<file path="src/rtl/decode_stage.sv">
// decode_stage: single-entry pipelined RV32I (+ optional M) decoder.
// Fetch side and execute side both use valid/ready. The output register
// holds one decoded instruction and is cleared by flush or reset.
module decode_stage #(
    parameter int XLEN  = 32,
    parameter int M_EXT = 0
) (
    input  logic            clk,
    input  logic            rst,
    input  logic            flush,
    input  logic            in_valid,
    output logic            in_ready,
    input  logic [31:0]     in_instr,
    input  logic [XLEN-1:0] in_pc,
    output logic            out_valid,
    input  logic            out_ready,
    output logic [XLEN-1:0] out_pc,
    output logic [XLEN-1:0] out_imm,
    output logic [4:0]      out_alu_ctl,
    output logic            out_alu_src,
    output logic            out_a_pc,
    output logic [4:0]      out_rs1,
    output logic [4:0]      out_rs2,
    output logic [4:0]      out_rd,
    output logic            out_reg_write,
    output logic            out_link,
    output logic            out_mem_read,
    output logic            out_mem_write,
    output logic [1:0]      out_mem_size,
    output logic            out_mem_unsigned,
    output logic            out_branch_c,
    output logic            out_branch_uc,
    output logic            out_branch_relative,
    output logic            out_illegal
);

    localparam logic [4:0] ALU_AND  = 5'd0;
    localparam logic [4:0] ALU_OR   = 5'd1;
    localparam logic [4:0] ALU_ADD  = 5'd2;
    localparam logic [4:0] ALU_XOR  = 5'd3;
    localparam logic [4:0] ALU_SLL  = 5'd4;
    localparam logic [4:0] ALU_SRL  = 5'd5;
    localparam logic [4:0] ALU_SRA  = 5'd6;
    localparam logic [4:0] ALU_LT   = 5'd7;
    localparam logic [4:0] ALU_GE   = 5'd8;
    localparam logic [4:0] ALU_SUB  = 5'd9;
    localparam logic [4:0] ALU_CHB  = 5'd10;
    localparam logic [4:0] ALU_LTU  = 5'd11;
    localparam logic [4:0] ALU_GEU  = 5'd12;
    localparam logic [4:0] ALU_EQ   = 5'd13;
    localparam logic [4:0] ALU_NE   = 5'd14;
    localparam logic [4:0] ALU_ZERO = 5'd31;

    localparam logic [6:0] OP_R     = 7'b0110011;
    localparam logic [6:0] OP_IMM   = 7'b0010011;
    localparam logic [6:0] OP_LOAD  = 7'b0000011;
    localparam logic [6:0] OP_STORE = 7'b0100011;
    localparam logic [6:0] OP_BR    = 7'b1100011;
    localparam logic [6:0] OP_JAL   = 7'b1101111;
    localparam logic [6:0] OP_JALR  = 7'b1100111;
    localparam logic [6:0] OP_LUI   = 7'b0110111;
    localparam logic [6:0] OP_AUIPC = 7'b0010111;

    typedef struct packed {
        logic [XLEN-1:0] pc;
        logic [XLEN-1:0] imm;
        logic [4:0]      alu_ctl;
        logic            alu_src;
        logic            a_pc;
        logic [4:0]      rs1;
        logic [4:0]      rs2;
        logic [4:0]      rd;
        logic            reg_write;
        logic            link;
        logic            mem_read;
        logic            mem_write;
        logic [1:0]      mem_size;
        logic            mem_unsigned;
        logic            branch_c;
        logic            branch_uc;
        logic            branch_relative;
        logic            illegal;
    } dec_t;

    // Shared R-type / OP-IMM mapping; alt selects sub and sra.
    function automatic logic [4:0] base_op(input logic [2:0] f3, input logic alt);
        case (f3)
            3'd0:    return alt ? ALU_SUB : ALU_ADD;
            3'd1:    return ALU_SLL;
            3'd2:    return ALU_LT;
            3'd3:    return ALU_LTU;
            3'd4:    return ALU_XOR;
            3'd5:    return alt ? ALU_SRA : ALU_SRL;
            3'd6:    return ALU_OR;
            default: return ALU_AND;
        endcase
    endfunction

    // Widen a 32-bit signed immediate to the datapath width.
    function automatic logic signed [XLEN-1:0] sext32(input logic signed [31:0] v);
        return XLEN'(v);
    endfunction

    logic [6:0]         opcode;
    logic [2:0]         funct3;
    logic [6:0]         funct7;
    logic signed [31:0] imm32;
    logic               legal;
    logic               writes;
    logic               accept;
    dec_t               dec_p0;
    dec_t               dec_p1;
    logic               vld_p1;

    assign opcode   = in_instr[6:0];
    assign funct3   = in_instr[14:12];
    assign funct7   = in_instr[31:25];
    assign in_ready = !vld_p1 || out_ready;
    assign accept   = in_valid && in_ready;

    // Stage p0: combinational decode of the presented instruction.
    always_comb begin
        dec_p0         = '0;
        dec_p0.pc      = in_pc;
        dec_p0.rs1     = in_instr[19:15];
        dec_p0.rs2     = in_instr[24:20];
        dec_p0.rd      = in_instr[11:7];
        dec_p0.alu_ctl = ALU_ZERO;
        imm32          = '0;
        legal          = 1'b1;
        writes         = 1'b0;
        case (opcode)
            OP_R: begin
                writes = 1'b1;
                if (funct7 == 7'b0000000)
                    dec_p0.alu_ctl = base_op(funct3, 1'b0);
                else if (funct7 == 7'b0100000 && (funct3 == 3'd0 || funct3 == 3'd5))
                    dec_p0.alu_ctl = base_op(funct3, 1'b1);
                else if (funct7 == 7'b0000001 && M_EXT != 0)
                    dec_p0.alu_ctl = {2'b10, funct3};
                else
                    legal = 1'b0;
            end
            OP_IMM: begin
                writes         = 1'b1;
                dec_p0.alu_src = 1'b1;
                imm32          = {{20{in_instr[31]}}, in_instr[31:20]};
                if (funct3 == 3'd1) begin
                    dec_p0.alu_ctl = ALU_SLL;
                    legal          = (funct7 == 7'b0000000);
                end else if (funct3 == 3'd5) begin
                    dec_p0.alu_ctl = (funct7 == 7'b0100000) ? ALU_SRA : ALU_SRL;
                    legal          = (funct7 == 7'b0000000) || (funct7 == 7'b0100000);
                end else begin
                    dec_p0.alu_ctl = base_op(funct3, 1'b0);
                end
            end
            OP_LOAD: begin
                writes              = 1'b1;
                dec_p0.alu_ctl      = ALU_ADD;
                dec_p0.alu_src      = 1'b1;
                dec_p0.mem_read     = 1'b1;
                dec_p0.mem_size     = funct3[1:0];
                dec_p0.mem_unsigned = funct3[2];
                imm32               = {{20{in_instr[31]}}, in_instr[31:20]};
                legal               = (funct3 != 3'd3) && (funct3 != 3'd6) && (funct3 != 3'd7);
            end
            OP_STORE: begin
                dec_p0.alu_ctl   = ALU_ADD;
                dec_p0.alu_src   = 1'b1;
                dec_p0.mem_write = 1'b1;
                dec_p0.mem_size  = funct3[1:0];
                imm32            = {{20{in_instr[31]}}, in_instr[31:25], in_instr[11:7]};
                legal            = (funct3 <= 3'd2);
            end
            OP_BR: begin
                dec_p0.branch_c        = 1'b1;
                dec_p0.branch_relative = 1'b1;
                imm32 = {{19{in_instr[31]}}, in_instr[31], in_instr[7],
                         in_instr[30:25], in_instr[11:8], 1'b0};
                case (funct3)
                    3'd0:    dec_p0.alu_ctl = ALU_EQ;
                    3'd1:    dec_p0.alu_ctl = ALU_NE;
                    3'd4:    dec_p0.alu_ctl = ALU_LT;
                    3'd5:    dec_p0.alu_ctl = ALU_GE;
                    3'd6:    dec_p0.alu_ctl = ALU_LTU;
                    3'd7:    dec_p0.alu_ctl = ALU_GEU;
                    default: legal = 1'b0;
                endcase
            end
            OP_JAL: begin
                writes                 = 1'b1;
                dec_p0.alu_ctl         = ALU_CHB;
                dec_p0.branch_uc       = 1'b1;
                dec_p0.branch_relative = 1'b1;
                dec_p0.link            = 1'b1;
                imm32 = {{11{in_instr[31]}}, in_instr[31], in_instr[19:12],
                         in_instr[20], in_instr[30:21], 1'b0};
            end
            OP_JALR: begin
                writes           = 1'b1;
                dec_p0.alu_ctl   = ALU_ADD;
                dec_p0.alu_src   = 1'b1;
                dec_p0.branch_uc = 1'b1;
                dec_p0.link      = 1'b1;
                imm32            = {{20{in_instr[31]}}, in_instr[31:20]};
                legal            = (funct3 == 3'd0);
            end
            OP_LUI: begin
                writes         = 1'b1;
                dec_p0.alu_ctl = ALU_CHB;
                dec_p0.alu_src = 1'b1;
                imm32          = {in_instr[31:12], 12'b0};
            end
            OP_AUIPC: begin
                writes         = 1'b1;
                dec_p0.alu_ctl = ALU_ADD;
                dec_p0.alu_src = 1'b1;
                dec_p0.a_pc    = 1'b1;
                imm32          = {in_instr[31:12], 12'b0};
            end
            default: legal = 1'b0;
        endcase

        dec_p0.imm       = sext32(imm32);
        dec_p0.reg_write = legal && writes && (in_instr[11:7] != 5'd0);

        // An illegal encoding passes through carrying only its register
        // fields and the illegal flag, so nothing downstream acts on it.
        if (!legal) begin
            dec_p0.imm             = '0;
            dec_p0.alu_ctl         = ALU_ZERO;
            dec_p0.alu_src         = 1'b0;
            dec_p0.a_pc            = 1'b0;
            dec_p0.link            = 1'b0;
            dec_p0.mem_read        = 1'b0;
            dec_p0.mem_write       = 1'b0;
            dec_p0.mem_size        = 2'd0;
            dec_p0.mem_unsigned    = 1'b0;
            dec_p0.branch_c        = 1'b0;
            dec_p0.branch_uc       = 1'b0;
            dec_p0.branch_relative = 1'b0;
            dec_p0.illegal         = 1'b1;
        end
    end

    // Stage p1: output register; payload loads only on a surviving accept.
    always_ff @(posedge clk or posedge rst) begin
        if (rst) begin
            vld_p1         <= 1'b0;
            dec_p1         <= '0;
            dec_p1.alu_ctl <= ALU_ZERO;
        end else begin
            if (flush)
                vld_p1 <= 1'b0;
            else if (accept)
                vld_p1 <= 1'b1;
            else if (out_ready)
                vld_p1 <= 1'b0;
            if (accept && !flush)
                dec_p1 <= dec_p0;
        end
    end

    assign out_valid           = vld_p1;
    assign out_pc              = dec_p1.pc;
    assign out_imm             = dec_p1.imm;
    assign out_alu_ctl         = dec_p1.alu_ctl;
    assign out_alu_src         = dec_p1.alu_src;
    assign out_a_pc            = dec_p1.a_pc;
    assign out_rs1             = dec_p1.rs1;
    assign out_rs2             = dec_p1.rs2;
    assign out_rd              = dec_p1.rd;
    assign out_reg_write       = dec_p1.reg_write;
    assign out_link            = dec_p1.link;
    assign out_mem_read        = dec_p1.mem_read;
    assign out_mem_write       = dec_p1.mem_write;
    assign out_mem_size        = dec_p1.mem_size;
    assign out_mem_unsigned    = dec_p1.mem_unsigned;
    assign out_branch_c        = dec_p1.branch_c;
    assign out_branch_uc       = dec_p1.branch_uc;
    assign out_branch_relative = dec_p1.branch_relative;
    assign out_illegal         = dec_p1.illegal;

endmodule

</file>
<file path="config.mk">
export PLATFORM = sky130hd
export DESIGN_NAME = decode_stage
export DESIGN_NICKNAME = d
export VERILOG_FILES = /design/src/rtl/decode_stage.sv
export SDC_FILE = /design/constraint.sdc
export NUM_CORES = 1
export LEC_CHECK = 0
export ABC_AREA = 0
export CAP_MARGIN = 20
export CORE_UTILIZATION = 35
export DETAILED_ROUTE_END_ITERATION = 10
export PLACE_DENSITY = 0.66
export SLEW_MARGIN = 30
export SYNTH_ARGS = -nofsm -noshare
export SYNTH_HDL_FRONTEND = slang
export SYNTH_SLANG_ARGS = --single-unit
</file>
<file path="constraint.sdc">
create_clock -name clk -period 4.1 [get_ports clk]
set_input_delay 0.82 -clock clk [delete_from_list [all_inputs] [get_ports clk]]
set_output_delay 0.82 -clock clk [all_outputs]
set_load 0.02 [all_outputs]
</file>
==> flow_metrics.env, run 1 <==
export IMPL_setup_slack_ns=1.10
export IMPL_synth_async_reset_ratio=1.00
export IMPL_cts_reportedPaths_clkPinSlew_ns=0.07
export IMPL_synth_edf_count=0
export IMPL_max_freq_ghz=0.334
export IMPL_layout_drive_gt1_share=0.0656
export IMPL_cp_top_family="simple AND/OR/NAND/NOR gates"
export IMPL_required_ns=4.39
export IMPL_wl_per_cell_um=16.4
export IMPL_ir_worst_vdd_mv=0.193
export IMPL_grtUsageTotal=0.212
export IMPL_gp_congestion=0.849
export IMPL_cts_tree="yes"
export IMPL_seq_area_frac_synth=0.547
export IMPL_dp_hpwl_um=9910
export IMPL_clkSinkCount=97
export IMPL_busiest_layer="met2"
export IMPL_initial_utilization=0.364
export IMPL_setup_violations=0
export IMPL_cts_buffers_inserted=9
export IMPL_cp_end_kind="flop"
export IMPL_slowest_delay_ns=0.56
export IMPL_crit_type="primary input to flop"
export IMPL_tightest_slew_ns=0.896
export IMPL_io_buffers=167
export IMPL_path_cells="clkdlybuf4s50_1, and3b_1, nor4b_2, and3_1, o31a_1, buf_4, a32o_1"
export IMPL_drt_first_pass_iters=4
export IMPL_root_buffer="clkbuf_16"
export IMPL_final_common_cell="nand2_1"
export IMPL_cp_num_buf_inv=2
export IMPL_leakagePower_nw=2.90
export IMPL_outcome="completed"
export IMPL_synth_area_um2=4450
export IMPL_syn_num_nets=563
export IMPL_grt_overflow=0
export IMPL_synthMuxAreaShare=0.00225
export IMPL_grt_met2_usage=0.355
export IMPL_grt_pass1_wl_um=21300
export IMPL_io_pins=168
export IMPL_cts_max_level=3
export IMPL_fin_setup_tns_ns=0
export IMPL_drt_iter0_drc=283
export IMPL_synth_simple_gate_area_frac=0.233
export IMPL_area_growth_pct=48.4
export IMPL_fin_nets=719
export IMPL_synth_fa_ha_area_frac=0
export IMPL_routed_via_count=4161
export IMPL_drv_slew=0
export IMPL_synth_seq_cells=97
export IMPL_synthXorXnorAreaFrac=0.00394
export IMPL_fill_cells=1182
export IMPL_die_h_um=115
export IMPL_critPathMaxFanout=10
export IMPL_viasPerCell=5.06
export IMPL_slew_headroom=0.400
export IMPL_finalCritPeriodShare=0.731
export IMPL_synth_top_family_by_area="simple AND/OR/NAND/NOR gates"
export IMPL_worst_skew_pair_late_latency_ns=0.35
export IMPL_routed_wl_um=13500
export IMPL_mostFrequentLayoutCells="nand2_1, clkdlybuf4s50_1, dfrtp_1, o21ai_0, a21oi_1"
export IMPL_grt_max_degree=70
export IMPL_final_hold_violation_count=0
export IMPL_grt_pass1_vias=4042
export IMPL_arrival_ns=3.28
export IMPL_synth_compound_area_frac=0.167
export IMPL_die_area_um2=13200
export IMPL_cts_hold_fix_buffers=0
export IMPL_ant_nets=0
export IMPL_met1_usage=0.262
export IMPL_cp_start_kind="primary input"
export IMPL_ys_warn_count=0
export IMPL_dp_slack_ns=0.739
export IMPL_skew_ns=0.00547
export IMPL_avgSynthCellArea_um2=9.00
export IMPL_fp_dieW_um=115
export IMPL_antenna_found_initial=0
export IMPL_grtUsageMet3=0.0630
export IMPL_cts_buffer_depth=2
export IMPL_fin_crit_ns=3.00
export IMPL_rows=40
export IMPL_rsz0062_at_grt="false"
export IMPL_ys_flop_type="dfrtp_1"
export IMPL_n_antenna_cell=0
export IMPL_post_cts_resized=0
export IMPL_hp_class="flop to flop"
export IMPL_post_cts_setup_buffer_count=0
export IMPL_power_density_nw_per_um2=377
export IMPL_maxCapViolations=0
export IMPL_core_area_um2=12200
export IMPL_syn_inst=494
export IMPL_cp_slowest_cell="clkdlybuf4s50_1"
export IMPL_ys_types=52
export IMPL_drc=0
## sequential cells by signal, indices dropped and copies added, names as in the netlist
register             cells
out_link                 1
out_valid                1
out_rd                   5
out_a_pc                 1
out_reg_write            1
out_pc                  32
out_rs1                  5
out_alu_src              1
out_imm                 32
out_mem_read             1
out_alu_ctl              5
out_mem_write            1
out_rs2                  5
out_branch_relative      1
out_mem_unsigned         1
out_mem_size             2
out_branch_c             1
out_illegal              1
## worst paths after layout
check                                 end  depth (start not counted)   startpoint  slack, ns
setup / recovery               out_imm[8]                          7  in_instr[0]       1.10
hold / removal                 out_pc[31]                          2   out_pc[31]       0.47
setup reg to reg               out_imm[8]                          5    out_valid       1.83
hold reg to reg                out_pc[31]                          2   out_pc[31]       0.47
max in group asynchronous  out_alu_ctl[3]                          3          rst       2.31
min in group asynchronous       out_pc[1]                          2          rst       1.01
## worst register-to-register path, cell delays in order, from the launching register on
cell and delay (ns):
dfrtp_1 0.37, nor2b_1 0.16, nor3b_2 0.73, o31a_1 0.51, buf_4 0.26, a32o_1 0.18
## Yosys cell counts, types with 2 or more instances
library cell    n  area share
o31ai_1         3      0.0051
a21o_1          3      0.0051
a22o_1          4      0.0079
nor2b_1         3      0.0042
dfstp_2         5       0.030
dfrtp_1        92        0.52
buf_2           7      0.0079
a211oi_1        3      0.0051
nand2b_1        5      0.0070
and3_1          6      0.0084
a22oi_1         4      0.0068
and3b_1         2      0.0039
and2_1          2      0.0028
nand3_1         5      0.0056
nor3_1          4      0.0045
a21oi_1        31       0.035
inv_1           6      0.0051
buf_6           3      0.0076
clkbuf_1       24       0.020
nand4_1         4      0.0056
nor2_1         18       0.015
o32a_1          5       0.011
a32o_1         13       0.029
o21ai_0        37       0.042
nand2_1       176        0.15
o22ai_1         3      0.0042
## where the power goes
group | switching, mW | leakage [nW] | total [mW] | internal [mW]
Clock | 0.363 | 0.155 | 0.915 | 0.552
Sequential | 0.0360 | 1.26 | 1.07 | 1.03
Combinational | 0.269 | 1.49 | 0.504 | 0.235
Total | 0.669 | 2.90 | 2.49 | 1.82
## kinds of logic after synthesis
family | Yosys count
and+or+nand+nor | 237
AOI/OAI and AO/OA | 114
DFF | 97
buffers and inverters | 43
xor gates and xnor gates | 2
muxes | 1
## per-stage QoR
stage | utilization | power [mW] | cell area [um2] | std cells | hold WS, ns
after global placement | 0.514 | 1.58 | 6270 | 807 | 0.456
after floorplan | - | 1.32 | 4450 | 494 | 0.529
after global routing | 0.540 | 2.60 | 6600 | 823 | 0.492
after detailed placement | 0.514 | 1.59 | 6270 | 807 | 0.461
after CTS | 0.540 | 2.52 | 6600 | 823 | 0.478
final | 0.540 | 2.49 | 6600 | 823 | 0.472
## metal layers
layer  wire length [um]  share of wire
met1               5780           0.43
met5                  0              0
met3               1090          0.081
met4                186          0.014
met2               6450           0.48
## layout make-up
| cell class | count | area [um2] | share of cell area |
|---|---|---|---|
| Tap cell | 168 | 210 | 0.0318 |
| Sequential cell | 97 | 2430 | 0.369 |
| Timing Repair Buffer | 182 | 1780 | 0.270 |
| Multi-Input combinational cell | 354 | 1820 | 0.276 |
| Inverter | 6 | 25.0 | 0.00379 |
| Clock buffer | 10 | 239 | 0.0362 |
| Clock inverter | 6 | 88.8 | 0.0135 |
Power figures use the tool's default switching activity.
==> inputs of run 2 (changes only) <==
Settings changed: PLACE_DENSITY 0.66 to 0.68.
Clock period 4.1 ns to 2.7 ns, I/O delays scaled along.
==> run 2 against run 1 <==
Clock-buffer cell count unchanged. Die area unchanged. Critical path depth down 3. Combinational power up 56%. Power up 50%. Clock skew up 0.0019 ns. Wire length down 0.16%. Cell count up 2.1%. Hold slack better by 0.00096 ns. Clock power up 45%. Via count up 2.7%. Setup slack worse by 0.75 ns. Largest power group unchanged. Highest routed layer unchanged.
==> flow_metrics.env, run 2 (synthesis results as in run 1) <==
export IMPL_final_hold_violation_count=0
export IMPL_post_cts_resized=0
export IMPL_wl_per_cell_um=16.1
export IMPL_finalCritPeriodShare=0.870
export IMPL_cts_tree="yes"
export IMPL_power_mw=3.74
export IMPL_setup_slack_ns=0.350
export IMPL_grt_overflow=0
export IMPL_multi_input_area_um2=1820
export IMPL_r2r_start="out_valid"
export IMPL_grtUsageTotal=0.209
export IMPL_drt_iter0_drc=262
export IMPL_tightest_slew_ns=0.501
export IMPL_rows=40
export IMPL_fin_cells=840
export IMPL_fin_crit_ns=2.35
export IMPL_hp_class="flop to flop"
export IMPL_arrival_ns=1.81
export IMPL_comb_power_share=0.211
export IMPL_io_pins=168
export IMPL_p_sw_frac=0.279
export IMPL_drt_first_pass_iters=5
export IMPL_dp_slack_ns=0.0521
export IMPL_setup_violations=0
export IMPL_rsz0062_at_grt="false"
export IMPL_mostFrequentLayoutCells="nand2_1, clkdlybuf4s50_1, dfrtp_1, o21ai_0, a21oi_1"
export IMPL_stdcell_area_um2=6780
export IMPL_clockPowerShare=0.356
export IMPL_die_h_um=115
export IMPL_grt_pass1_vias=4167
export IMPL_routed_wl_um=13500
export IMPL_critPathMaxFanout=3
export IMPL_ant_nets=0
export IMPL_r2r_slack_ns=1.10
export IMPL_grt_max_degree=98
export IMPL_worst_skew_pair_late_latency_ns=0.34
export IMPL_hold_end="out_pc[18]"
export IMPL_gp_congestion=0.904
export IMPL_final_common_cell="nand2_1"
export IMPL_area_growth_pct=52.4
export IMPL_holdPathStages=2
export IMPL_outcome="completed"
export IMPL_dp_hpwl_um=9790
export IMPL_clkSinkCount=97
export IMPL_io_buffers=167
export IMPL_layout_drive_gt1_share=0.0893
export IMPL_max_freq_ghz=0.426
export IMPL_dp_cells=824
export IMPL_path_cells="clkdlybuf4s50_1, nor2b_1, inv_1, clkdlybuf4s50_1"
export IMPL_root_buffer="clkbuf_16"
export IMPL_cp_start_kind="primary input"
export IMPL_leakagePower_nw=3.00
export IMPL_cp_num_buf_inv=3
export IMPL_placed_cell_area_um2=6460
export IMPL_cts_buffers_inserted=9
export IMPL_maxCapViolations=0
export IMPL_fill_cells=1139
export IMPL_cp_top_family="buffers and inverters"
export IMPL_crit_top_cell="clkdlybuf4s50_1"
export IMPL_ir_worst_vdd_mv=0.384
export IMPL_drv_slew=0
export IMPL_r2r_end="out_imm[7]"
export IMPL_fin_nets=736
export IMPL_core_area_um2=12200
export IMPL_cts_reportedPaths_clkPinSlew_ns=0.07
export IMPL_min_from="out_pc[18]"
export IMPL_crit_type="primary input to output pin"
export IMPL_viasPerCell=5.09
export IMPL_slew_headroom=0.666
export IMPL_internal_power_mw=2.70
export IMPL_required_ns=2.16
export IMPL_fin_setup_tns_ns=0
export IMPL_r2r_cells=6
export IMPL_cts_max_level=3
export IMPL_skew_ns=0.00740
export IMPL_sequential_cell_area_um2=2430
export IMPL_routed_via_count=4274
export IMPL_cp_slowest_cell="clkdlybuf4s50_1"
export IMPL_power_density_nw_per_um2=552
export IMPL_cp_end_kind="output pin"
export IMPL_drc=0
export IMPL_n_antenna_cell=0
export IMPL_fp_dieW_um=115
export IMPL_grt_pass1_wl_um=21400
export IMPL_power_switching_mw=1.04
export IMPL_post_cts_setup_buffer_count=0
export IMPL_seq_power_share=0.434
export IMPL_antenna_found_initial=0
export IMPL_initial_utilization=0.364
export IMPL_die_area_um2=13200
export IMPL_cts_hold_fix_buffers=0
export IMPL_slowest_delay_ns=0.55
export IMPL_cts_buffer_depth=2
[run 2: worst max-delay path by stage]
| stage | start | to | cells past startpoint |
|---|---|---|---|
| after CTS | out_ready | in_ready | 4 |
| final | out_ready | in_ready | 4 |
| after floorplan | in_instr[26] | out_alu_ctl[0] | 6 |
| after global routing | out_ready | in_ready | 4 |
| after global placement | in_instr[26] | out_alu_ctl[0] | 6 |
| after detailed placement | in_instr[26] | out_alu_ctl[0] | 6 |
[run 2: final cells by class]
type                       count  share of cell area
multi-input combinational    354               0.269
clock buffer                  10              0.0353
clock inverter                 6              0.0107
inverter                       6             0.00388
timing repair buffer         199               0.291
tap                          168              0.0310
sequential                    97               0.359
[run 2: metal layers]
layer | global-route usage | share of wire | vias up
met5 | 0 | 0 | -
met4 | 0.0589 | 0.0087 | 0
met3 | 0.0424 | 0.085 | 8
met2 | 0.349 | 0.47 | 188
met1 | 0.278 | 0.44 | 2050
li1 | - | - | 2028
[run 2: through the flow]
stage / utilization / hold slack (ns)
global route: 0.555 / 0.499
floorplan: - / 0.529
global placement: 0.529 / 0.456
finish: 0.555 / 0.473
CTS: 0.555 / 0.479
detailed placement: 0.529 / 0.462
[run 2: power by group through the flow]
stage          clock network (mW)  logic (mW)  registers [mW]
6_report                     1.33       0.787            1.62
5_1_grt                      1.44       0.851            1.63
4_1_cts                      1.37       0.793            1.62
3_5_place_dp                    0       0.790            1.65
3_3_place_gp                    0       0.781            1.64
2_1_floorplan                   0       0.217            1.79
[run 2: worst reg2reg max path, cell delays in order, from the launching register on]
cell and delay [ns]:
dfrtp_1 0.37, nor2b_1 0.16, nor3b_2 0.22, buf_4 0.24, o31a_1 0.21, buf_12 0.17, a32o_1 0.18
